==> src/rtl/me_ref_pkg.sv <==
// Shared definitions for the reference-strip feed path into the SRAM stage.
package me_ref_pkg;
  localparam int PIX_W      = 8;
  localparam int WORD_PIX   = 8;
  localparam int SRAM_ROWS  = 23;
  localparam int REF_WORD_W = PIX_W * WORD_PIX;

  typedef enum logic [1:0] {
    IDLE   = 2'd0,
    PRIME  = 2'd1,
    STREAM = 2'd2
  } feed_state_e;
endpackage

==> src/rtl/ref_word_fifo.sv <==
// Synchronous FIFO of reference words with a binary occupancy count.
module ref_word_fifo
  import me_ref_pkg::*;
#(
  parameter int DEPTH = 32
) (
  input  logic                    clk,
  input  logic                    rst,
  input  logic                    push,
  input  logic [REF_WORD_W-1:0]   push_data,
  input  logic                    pop,
  output logic [REF_WORD_W-1:0]   head_data,
  output logic [$clog2(DEPTH):0]  count,
  output logic                    full,
  output logic                    empty
);
  localparam int AW = $clog2(DEPTH);

  logic [REF_WORD_W-1:0] mem_q [DEPTH];
  logic [AW-1:0]         wr_ptr_q, wr_ptr_d;
  logic [AW-1:0]         rd_ptr_q, rd_ptr_d;
  logic [AW:0]           count_q, count_d;
  logic                  push_ok, pop_ok;

  assign full      = (count_q == (AW+1)'(DEPTH));
  assign empty     = (count_q == '0);
  assign count     = count_q;
  assign head_data = mem_q[rd_ptr_q];

  always_comb begin
    push_ok  = push && !full;
    pop_ok   = pop && !empty;
    wr_ptr_d = wr_ptr_q;
    rd_ptr_d = rd_ptr_q;
    count_d  = count_q;
    if (push_ok) wr_ptr_d = wr_ptr_q + AW'(1);
    if (pop_ok)  rd_ptr_d = rd_ptr_q + AW'(1);
    // pointers wrap naturally because DEPTH is a power of two
    case ({push_ok, pop_ok})
      2'b10:   count_d = count_q + (AW+1)'(1);
      2'b01:   count_d = count_q - (AW+1)'(1);
      default: count_d = count_q;
    endcase
  end

  always_ff @(posedge clk or posedge rst) begin
    if (rst) begin
      wr_ptr_q <= '0;
      rd_ptr_q <= '0;
      count_q  <= '0;
    end else begin
      wr_ptr_q <= wr_ptr_d;
      rd_ptr_q <= rd_ptr_d;
      count_q  <= count_d;
    end
  end

  always_ff @(posedge clk) begin
    if (push_ok) mem_q[wr_ptr_q] <= push_data;
  end
endmodule

==> src/rtl/ref_line_feeder.sv <==
// Banks reference words, then streams one line of words per clock into the SRAM stage.
// state  | meaning
// IDLE   | waiting for line_start
// PRIME  | waiting for FIFO occupancy to reach PRIME_LEVEL
// STREAM | popping one word per clock until the line is complete
module ref_line_feeder
  import me_ref_pkg::*;
#(
  parameter int DEPTH       = 32,
  parameter int PRIME_LEVEL = 23,
  parameter int LINE_WORDS  = 368
) (
  input  logic        clk,
  input  logic        rst,
  input  logic        line_start,
  input  logic [63:0] in_data,
  input  logic        in_valid,
  output logic        in_ready,
  output logic [63:0] ref_in,
  output logic        next_line,
  output logic        busy,
  output logic        underrun,
  output logic [4:0]  row_phase
);
  localparam int CW = $clog2(DEPTH) + 1;
  localparam int WW = $clog2(LINE_WORDS);

  feed_state_e   state_q, state_d;
  logic [WW-1:0] words_left_q, words_left_d;
  logic [63:0]   ref_in_q, ref_in_d;
  logic          next_line_q, next_line_d;
  logic          underrun_q, underrun_d;
  logic [4:0]    row_phase_q, row_phase_d;

  logic          push, pop;
  logic [63:0]   head;
  logic [CW-1:0] count;
  logic          full, empty;

  assign in_ready  = !full;
  assign push      = in_valid && in_ready;
  assign busy      = (state_q != IDLE);
  assign ref_in    = ref_in_q;
  assign next_line = next_line_q;
  assign underrun  = underrun_q;
  assign row_phase = row_phase_q;

  ref_word_fifo #(.DEPTH(DEPTH)) u_fifo (
    .clk       (clk),
    .rst       (rst),
    .push      (push),
    .push_data (in_data),
    .pop       (pop),
    .head_data (head),
    .count     (count),
    .full      (full),
    .empty     (empty)
  );

  always_comb begin
    state_d      = state_q;
    words_left_d = words_left_q;
    ref_in_d     = '0;
    next_line_d  = 1'b0;
    underrun_d   = underrun_q;
    row_phase_d  = row_phase_q;
    pop          = 1'b0;
    case (state_q)
      IDLE: begin
        if (line_start) begin
          state_d      = PRIME;
          words_left_d = WW'(LINE_WORDS - 1);
          underrun_d   = 1'b0;
        end
      end
      PRIME: begin
        if (count >= CW'(PRIME_LEVEL)) begin
          state_d     = STREAM;
          next_line_d = 1'b1;
        end
      end
      STREAM: begin
        // the SRAM stage cannot stall, so an empty pop still consumes a slot
        pop      = 1'b1;
        ref_in_d = empty ? '0 : head;
        if (empty) underrun_d = 1'b1;
        if (words_left_q == WW'(LINE_WORDS - 1) || row_phase_q == 5'(SRAM_ROWS - 1))
          row_phase_d = '0;
        else
          row_phase_d = row_phase_q + 5'd1;
        words_left_d = words_left_q - WW'(1);
        if (words_left_q == '0) state_d = IDLE;
      end
      default: state_d = IDLE;
    endcase
  end

  always_ff @(posedge clk or posedge rst) begin
    if (rst) begin
      state_q      <= IDLE;
      words_left_q <= '0;
      ref_in_q     <= '0;
      next_line_q  <= 1'b0;
      underrun_q   <= 1'b0;
      row_phase_q  <= '0;
    end else begin
      state_q      <= state_d;
      words_left_q <= words_left_d;
      ref_in_q     <= ref_in_d;
      next_line_q  <= next_line_d;
      underrun_q   <= underrun_d;
      row_phase_q  <= row_phase_d;
    end
  end
endmodule

==> config.mk <==
export PLATFORM = sky130hd
export DESIGN_NAME = ref_line_feeder
export DESIGN_NICKNAME = d
export VERILOG_FILES = /design/src/rtl/me_ref_pkg.sv /design/src/rtl/ref_word_fifo.sv /design/src/rtl/ref_line_feeder.sv
export SDC_FILE = /design/constraint.sdc
export NUM_CORES = 2
export LEC_CHECK = 0
export CAP_MARGIN = 10
export CORE_MARGIN = 1.5
export CORE_UTILIZATION = 45
export CTS_BUF_LIST = sky130_fd_sc_hd__clkbuf_4 sky130_fd_sc_hd__clkbuf_8 sky130_fd_sc_hd__clkbuf_16
export CTS_CLUSTER_DIAMETER = 100
export DETAILED_ROUTE_END_ITERATION = 10
export HOLD_SLACK_MARGIN = 0.15
export PLACE_DENSITY_LB_ADDON = 0.05
export REMOVE_ABC_BUFFERS = 1
export SLEW_MARGIN = 0
export SYNTH_ARGS = -nofsm -noshare
export SYNTH_HDL_FRONTEND = slang
export SYNTH_HIERARCHICAL = 1
export SYNTH_SLANG_ARGS = --single-unit
==> constraint.sdc <==
create_clock -name clk -period 9.1 [get_ports clk]
set_clock_uncertainty 0.2 [all_clocks]
set_input_delay 0.91 -clock clk [delete_from_list [all_inputs] [get_ports clk]]
set_output_delay 0.91 -clock clk [all_outputs]
set_load 0.005 [all_outputs]
After elaboration in Yosys (flattened, before gate mapping)

Memories as Yosys holds them, arrays and structs flattened.
Index checks and enable logic that the tools add are counted.

Order comparisons: 1
Equal/unequal tests: 11
Multiplexer cells: 18
Add/sub/neg operators: 6
Reduce and logical (&&, ||, !) cells: 15

Operator list:

| kind                  | number |
|---|---|
| $mux W64              | 2 |
| $pmux W9 S2           | 1 |
| $add A5 B1 Y5 const B | 3 |
| $pmux W6 S2           | 1 |
| $eq A9 B9 Y1 const B  | 1 |
| $logic_not A9 Y1      | 1 |
| $mux W9               | 1 |
| $sub A9 B1 Y9 const B | 1 |
| $ne A2 B2 Y1 const B  | 4 |
| $mux W1               | 7 |
| $add A6 B1 Y6 const B | 1 |
| $eq A6 B6 Y1 const B  | 1 |
| $ge A6 B5 Y1 const B  | 1 |
| $logic_not A6 Y1      | 1 |
| $mux W2               | 3 |
| $pmux W2 S3           | 1 |
| $reduce_and A3 Y1     | 2 |
| $reduce_bool A2 Y1    | 3 |
| $sub A6 B1 Y6 const B | 1 |
| $eq A5 B5 Y1 const B  | 1 |
| $mux W5               | 1 |
| $eq A2 B1 Y1 const B  | 2 |
| $eq A2 B2 Y1 const B  | 2 |
| $logic_and A1 B1 Y1   | 3 |
| other kinds (5)       | 6 |

Output and inout port bits: 73
Register bits: 98
Bits of input ports: 68
Memories: 1
Logic and storage cells: 61
Memory bits (writable): 2048

Memories:

| memory       | depth | width | read ports | clocked after memory_dff | write ports | RTL line            | RTL |
|---|---|---|---|---|---|---|---|
| u_fifo.mem_q | 32    | 64    | 1          | 0                        | 1           | ref_word_fifo.sv:19 | `logic [REF_WORD_W-1:0] mem_q [DEPTH];` |

Logic depth before layout (Yosys ltp)

Depth after elaboration: 6
Gate-level depth with buffers: 14
Mapped depth without buffers: 13

Cells and area by module

The synthesis kept the hierarchy.

Modules (own cells, without submodules):

| module          | area an instance (um^2) | cells an instance | instances | seq. area each (um^2) |
|---|---|---|---|---|
| ref_word_fifo   | 78610.4                 | 3511              | 1         | 61899.4 |
| ref_line_feeder | 3044.2                  | 235               | 1         | 2052.0 |

Worst setup path before layout

OpenSTA, ideal clock, no wires.

Path type: input to register
From: input port in_valid
To: memory u_fifo/mem_q[21][0] (netlist bit) (enable)
Arrival: 4188 ps
Path buffers: 1
Library setup time: 487 ps
Stages: 5
Required time: 8413 ps
Path slack: 4226 ps
Path through: nor2b_1 > o31a_1 > buf_2 > nand2_2 > nor2_1

Longest elaborated chain between the ends: 4

Ends and longest elaborated chain:

| what                          | RTL line              | RTL |
|---|---|---|
| from (decl)                   | ref_line_feeder.sv:17 | `input logic in_valid,` |
| $logic_and A1 B1 Y1           | ref_line_feeder.sv:41 | `assign push = in_valid && in_ready;` |
| $logic_and A1 B1 Y1           | ref_word_fifo.sv:31   | `push_ok = push && !full;` |
| $mux W1                       | ref_word_fifo.sv:59   | `if (push_ok) mem_q[wr_ptr_q] <= push_data;` |
| $mux W1 (implied by the code) | ref_word_fifo.sv:59   |  |
| to (decl)                     | ref_word_fifo.sv:19   |  |

No other way between the ends.

Worst setup path in the final report

From: register u_fifo.count_q[0], in the netlist u_fifo/count[0]
To: memory u_fifo/mem_q[14][55] (netlist bit) (enable)

Longest elaborated chain between the ends: 6

Ends and longest elaborated chain:

| what                          | RTL line              | RTL |
|---|---|---|
| from (decl)                   | ref_word_fifo.sv:22   | `logic [AW:0] count_q, count_d;` |
| from (signal assigned)        | ref_word_fifo.sv:54   | `count_q <= count_d;` |
| $eq A6 B6 Y1                  | ref_word_fifo.sv:25   | `assign full = (count_q == (AW+1)'(DEPTH));` |
| via full                      | ref_line_feeder.sv:38 | `logic full, empty;` |
| $logic_not A1 Y1              | ref_line_feeder.sv:40 | `assign in_ready = !full;` |
| $logic_and A1 B1 Y1           | ref_line_feeder.sv:41 |  |
| via push                      | ref_line_feeder.sv:35 | `logic push, pop;` |
| $logic_and A1 B1 Y1           | ref_word_fifo.sv:31   |  |
| $mux W1                       | ref_word_fifo.sv:59   |  |
| $mux W1 (implied by the code) | ref_word_fifo.sv:59   |  |

The timed path passes the listed nets, and every way through them passes these cells.

==> summary.md <==
| Metric | Value |
|---|---|
| Total congestion overflow | 0 |
| # clock sinks | 2146 |
| Total Routed Length | 216000 µm |
| # rows | 156 |
| Dominant synthesized flop cell | edfxtp_1 |
| Async S/R FF share, synth | 0.0457 |
| Worst setup path class | register to register |
| RSZ-0062 raised after global routing | false |
| Maximum clock insertion buffer count | 3 |
| Mapped Cells | 3746 |
| CP Max Fanout | 42 |
| First-pass GRT wire length | 307000 µm |
| R2r startpoint | u_fifo/count[0] |
| Cell area after synthesis | 81700 µm² |
| Initial antenna violation count | 6 |
| WP data required | 9350 ps |
| Most common cell after layout, fill and taps aside | edfxtp_1 |
| Register area | 64000 µm² |
| Initial DRC Count | 3943 |
| Power Dens Cells | 305 nW/µm² |
| Hold Buf Count CTS | 0 |
| Most frequent cells in the layout | edfxtp_1 (2048), mux4_2 (387), mux2i_1 (248) |
| Pre-CTS setup slack | 3860 ps |
| Post-route DRC | 0 |
| Finish-stage setup viols | 0 |
| Initial Utilization | 0.452 |
| Register area share after synthesis | 0.783 |
| Die Ht | 429 µm |
| Critical Path Source | u_fifo/count[0] |
| Critical path arrival | 5030 ps |
| Slowest-stage cell, CP | nor2_4 |
| Final Cell Area | 93500 µm² |
| DRT antenna net count | 0 |
| F_max | 209 MHz |
| Worst reg2reg path depth | 8 |
| Tot Pwr | 0.0285 W |
| Worst-skew pair later-pin latency | 840 ps |
| CP peak stage delay | 920 ps |
| LEAKAGE | 30.2 nW |
| Yosys warnings | 6 |
| Worst Setup EP | u_fifo/mem_q[14][55] |
| Yosys reg bits | 2146 |
| PostCTS Resize Cnt | 0 |
| PortBufs | 140 |
| Overall routing resource usage | 0.235 |
| Setup tns final | 0 ps |
| H-tree levels | 4 |
| Clk pin slew, worst setup/hold paths | 60 ps |
| Hold Fails Final Rpt | 0 |
| Area after DPL | 85800 µm² |
| Dpl hpwl | 117000 µm |
| Syn Area/Cell | 21.8 µm² |
| CTS tree | built |
| Via count | 39.6k |
| Synth cell types | 71 |
| Worst Setup End Kind | register |
| CTS Buf Count | 216 |
| Multi-input logic area | 16600 µm² |
| Gpl congestion | 0.803 |
| Die Width | 429 µm |
| Via-to-Cell Ratio | 6.02 |
| Post-Layout Cell Count | 6575 |
| CP Launch Type | register |
| Peak supply drop | 0.194 mV |
| Core box area | 181000 µm² |
| Min-Delay Path Class | register to register |
| Clock Tree Root | clkbuf_16 |
| Max_cap viols | 0 |
| Crit-path cells | or4_1 > or2_2 > nor2_1 > nor2b_1 > o31a_1 > nand2_2 > nor2_4 > buf_4 |
| Pins Over Slew Limit | 0 |
| Setup Fix Bufs, Post-CTS | 0 |
| Share of cells above drive strength 1 | 0.236 |
| Wire per inst | 32.8 µm |
| Least-Margin Pin Slew | 1330 ps |
| Largest net degree at the start of global routing | 115 |
| Status | finished clean |
| Fin crit share | 0.525 |
| # IOs | 141 |
| Dpl cells | 6155 |
| EDFF count, synth | 2048 |
| Final worst slack | 4320 ps |
| Slew headroom | 0.115 |
| R2r endpoint | u_fifo/mem_q[14][55] |
| Fin nets | 4096 |
| FF-to-FF setup slack | 4320 ps |
| Synthesis-to-layout area growth | 14.5% |
| Post-layout min period | 4780 ps |
| Drt pass-1 iters | 5 |
| Number of fill cells in the layout | 14.0k |
| Die area | 184000 µm² |
| Number of global-route vias before repair | 41.0k |
power by group:
part / leakage, nW / total [W] / switching (W) / internal, W
registers: 19.7 / 0.0120 / 0.000406 / 0.0116
logic: 6.72 / 0.00746 / 0.00437 / 0.00309
clock network: 3.74 / 0.00911 / 0.00372 / 0.00539
total: 30.2 / 0.0285 / 0.00849 / 0.0200
layout make-up:
cell class                      count  area share
Clock inverter                    101      0.0122
Inverter                           16    0.000696
Clock buffer                      308      0.0674
Tap cell                         2370      0.0317
Multi-Input combinational cell   1374       0.178
Timing Repair Buffer              258      0.0264
Antenna cell                        2   0.0000535
Sequential cell                  2146       0.684
routing by layer:
metal | track usage | share of wire | up-vias
li1 | - | - | 16300
met3 | 0.0317 | 0.058 | 291
met1 | 0.345 | 0.44 | 21700
met5 | 0 | 0 | -
met4 | 0.0579 | 0.021 | 0
met2 | 0.375 | 0.48 | 1291
through the flow:
stage	utilization	hold slack [ps]
floorplan	-	259
global placement	0.475	285
CTS	0.517	307
global route	0.518	336
detailed placement	0.475	301
finish	0.518	309
sequential cells by signal, indices dropped and copies added (netlist names):
register / cells
u_fifo/rd_ptr_q: 5
ref_in: 64
u_fifo/wr_ptr_q: 5
state_q: 2
underrun: 1
row_phase: 5
u_fifo/count: 6
u_fifo/mem_q: 2048
words_left_q: 9
next_line: 1
logic make-up after synthesis:
kind of cell             Yosys count  synth area share
XOR/XNOR                          13           0.00139
AND/OR/NAND/NOR                  244            0.0169
flip-flops                      2146             0.783
adder cells (fa/ha/maj)           16           0.00254
buffers and inverters            226            0.0170
multiplexers                     650             0.139
AO/OA/AOI/OAI                    451            0.0397
worst max-delay path: cells and delay by family (launching register included):
family,cells,cell delay [ps]
buffers and inverters,1,770
flip-flops,1,440
AND/OR/NAND/NOR,6,2200
AO/OA/AOI/OAI,1,530
worst min path at each step:
stage                                from         endpoint  slack, ps  depth (start not counted)
after global routing      words_left_q[7]  words_left_q[7]        340                          1
final                            underrun         underrun        310                          1
after global placement    words_left_q[7]  words_left_q[7]        290                          1
after floorplan           words_left_q[7]  words_left_q[7]        260                          1
after CTS                 words_left_q[7]  words_left_q[7]        310                          1
after detailed placement  words_left_q[7]  words_left_q[7]        300                          1
synth_stat cells, types with 5 or more instances:
master    instances  area (µm²)
buf_2            55         275
o211ai_2          6        75.1
mux2i_1         248        2480
and2_1           68         425
buf_6            35         394
a22oi_1         114         856
nand2_1          34         128
nand3_1          14        70.1
inv_1            15        56.3
a211oi_1         90         676
buf_4            32         240
o22ai_1         132         826
ha_1             15         188
a211o_1           8        70.1
buf_1             7        26.3
a22o_1           19         166
nor3_1            9        45.0
nor2_1           54         203
nor3b_1           9        67.6
dfrtp_1          98        2450
xor2_1            5        43.8
o21ai_0          10        50.1
xnor2_1           8        70.1
mux4_2          387        8720
nor2b_1           9        56.3
a21oi_1          29         145
o221ai_1         23         201
clkbuf_1         73         274
edfxtp_1       2048       61500
nand3b_1          6        45.0
mux2_2           14         158
(Power assumes the default switching activity.)
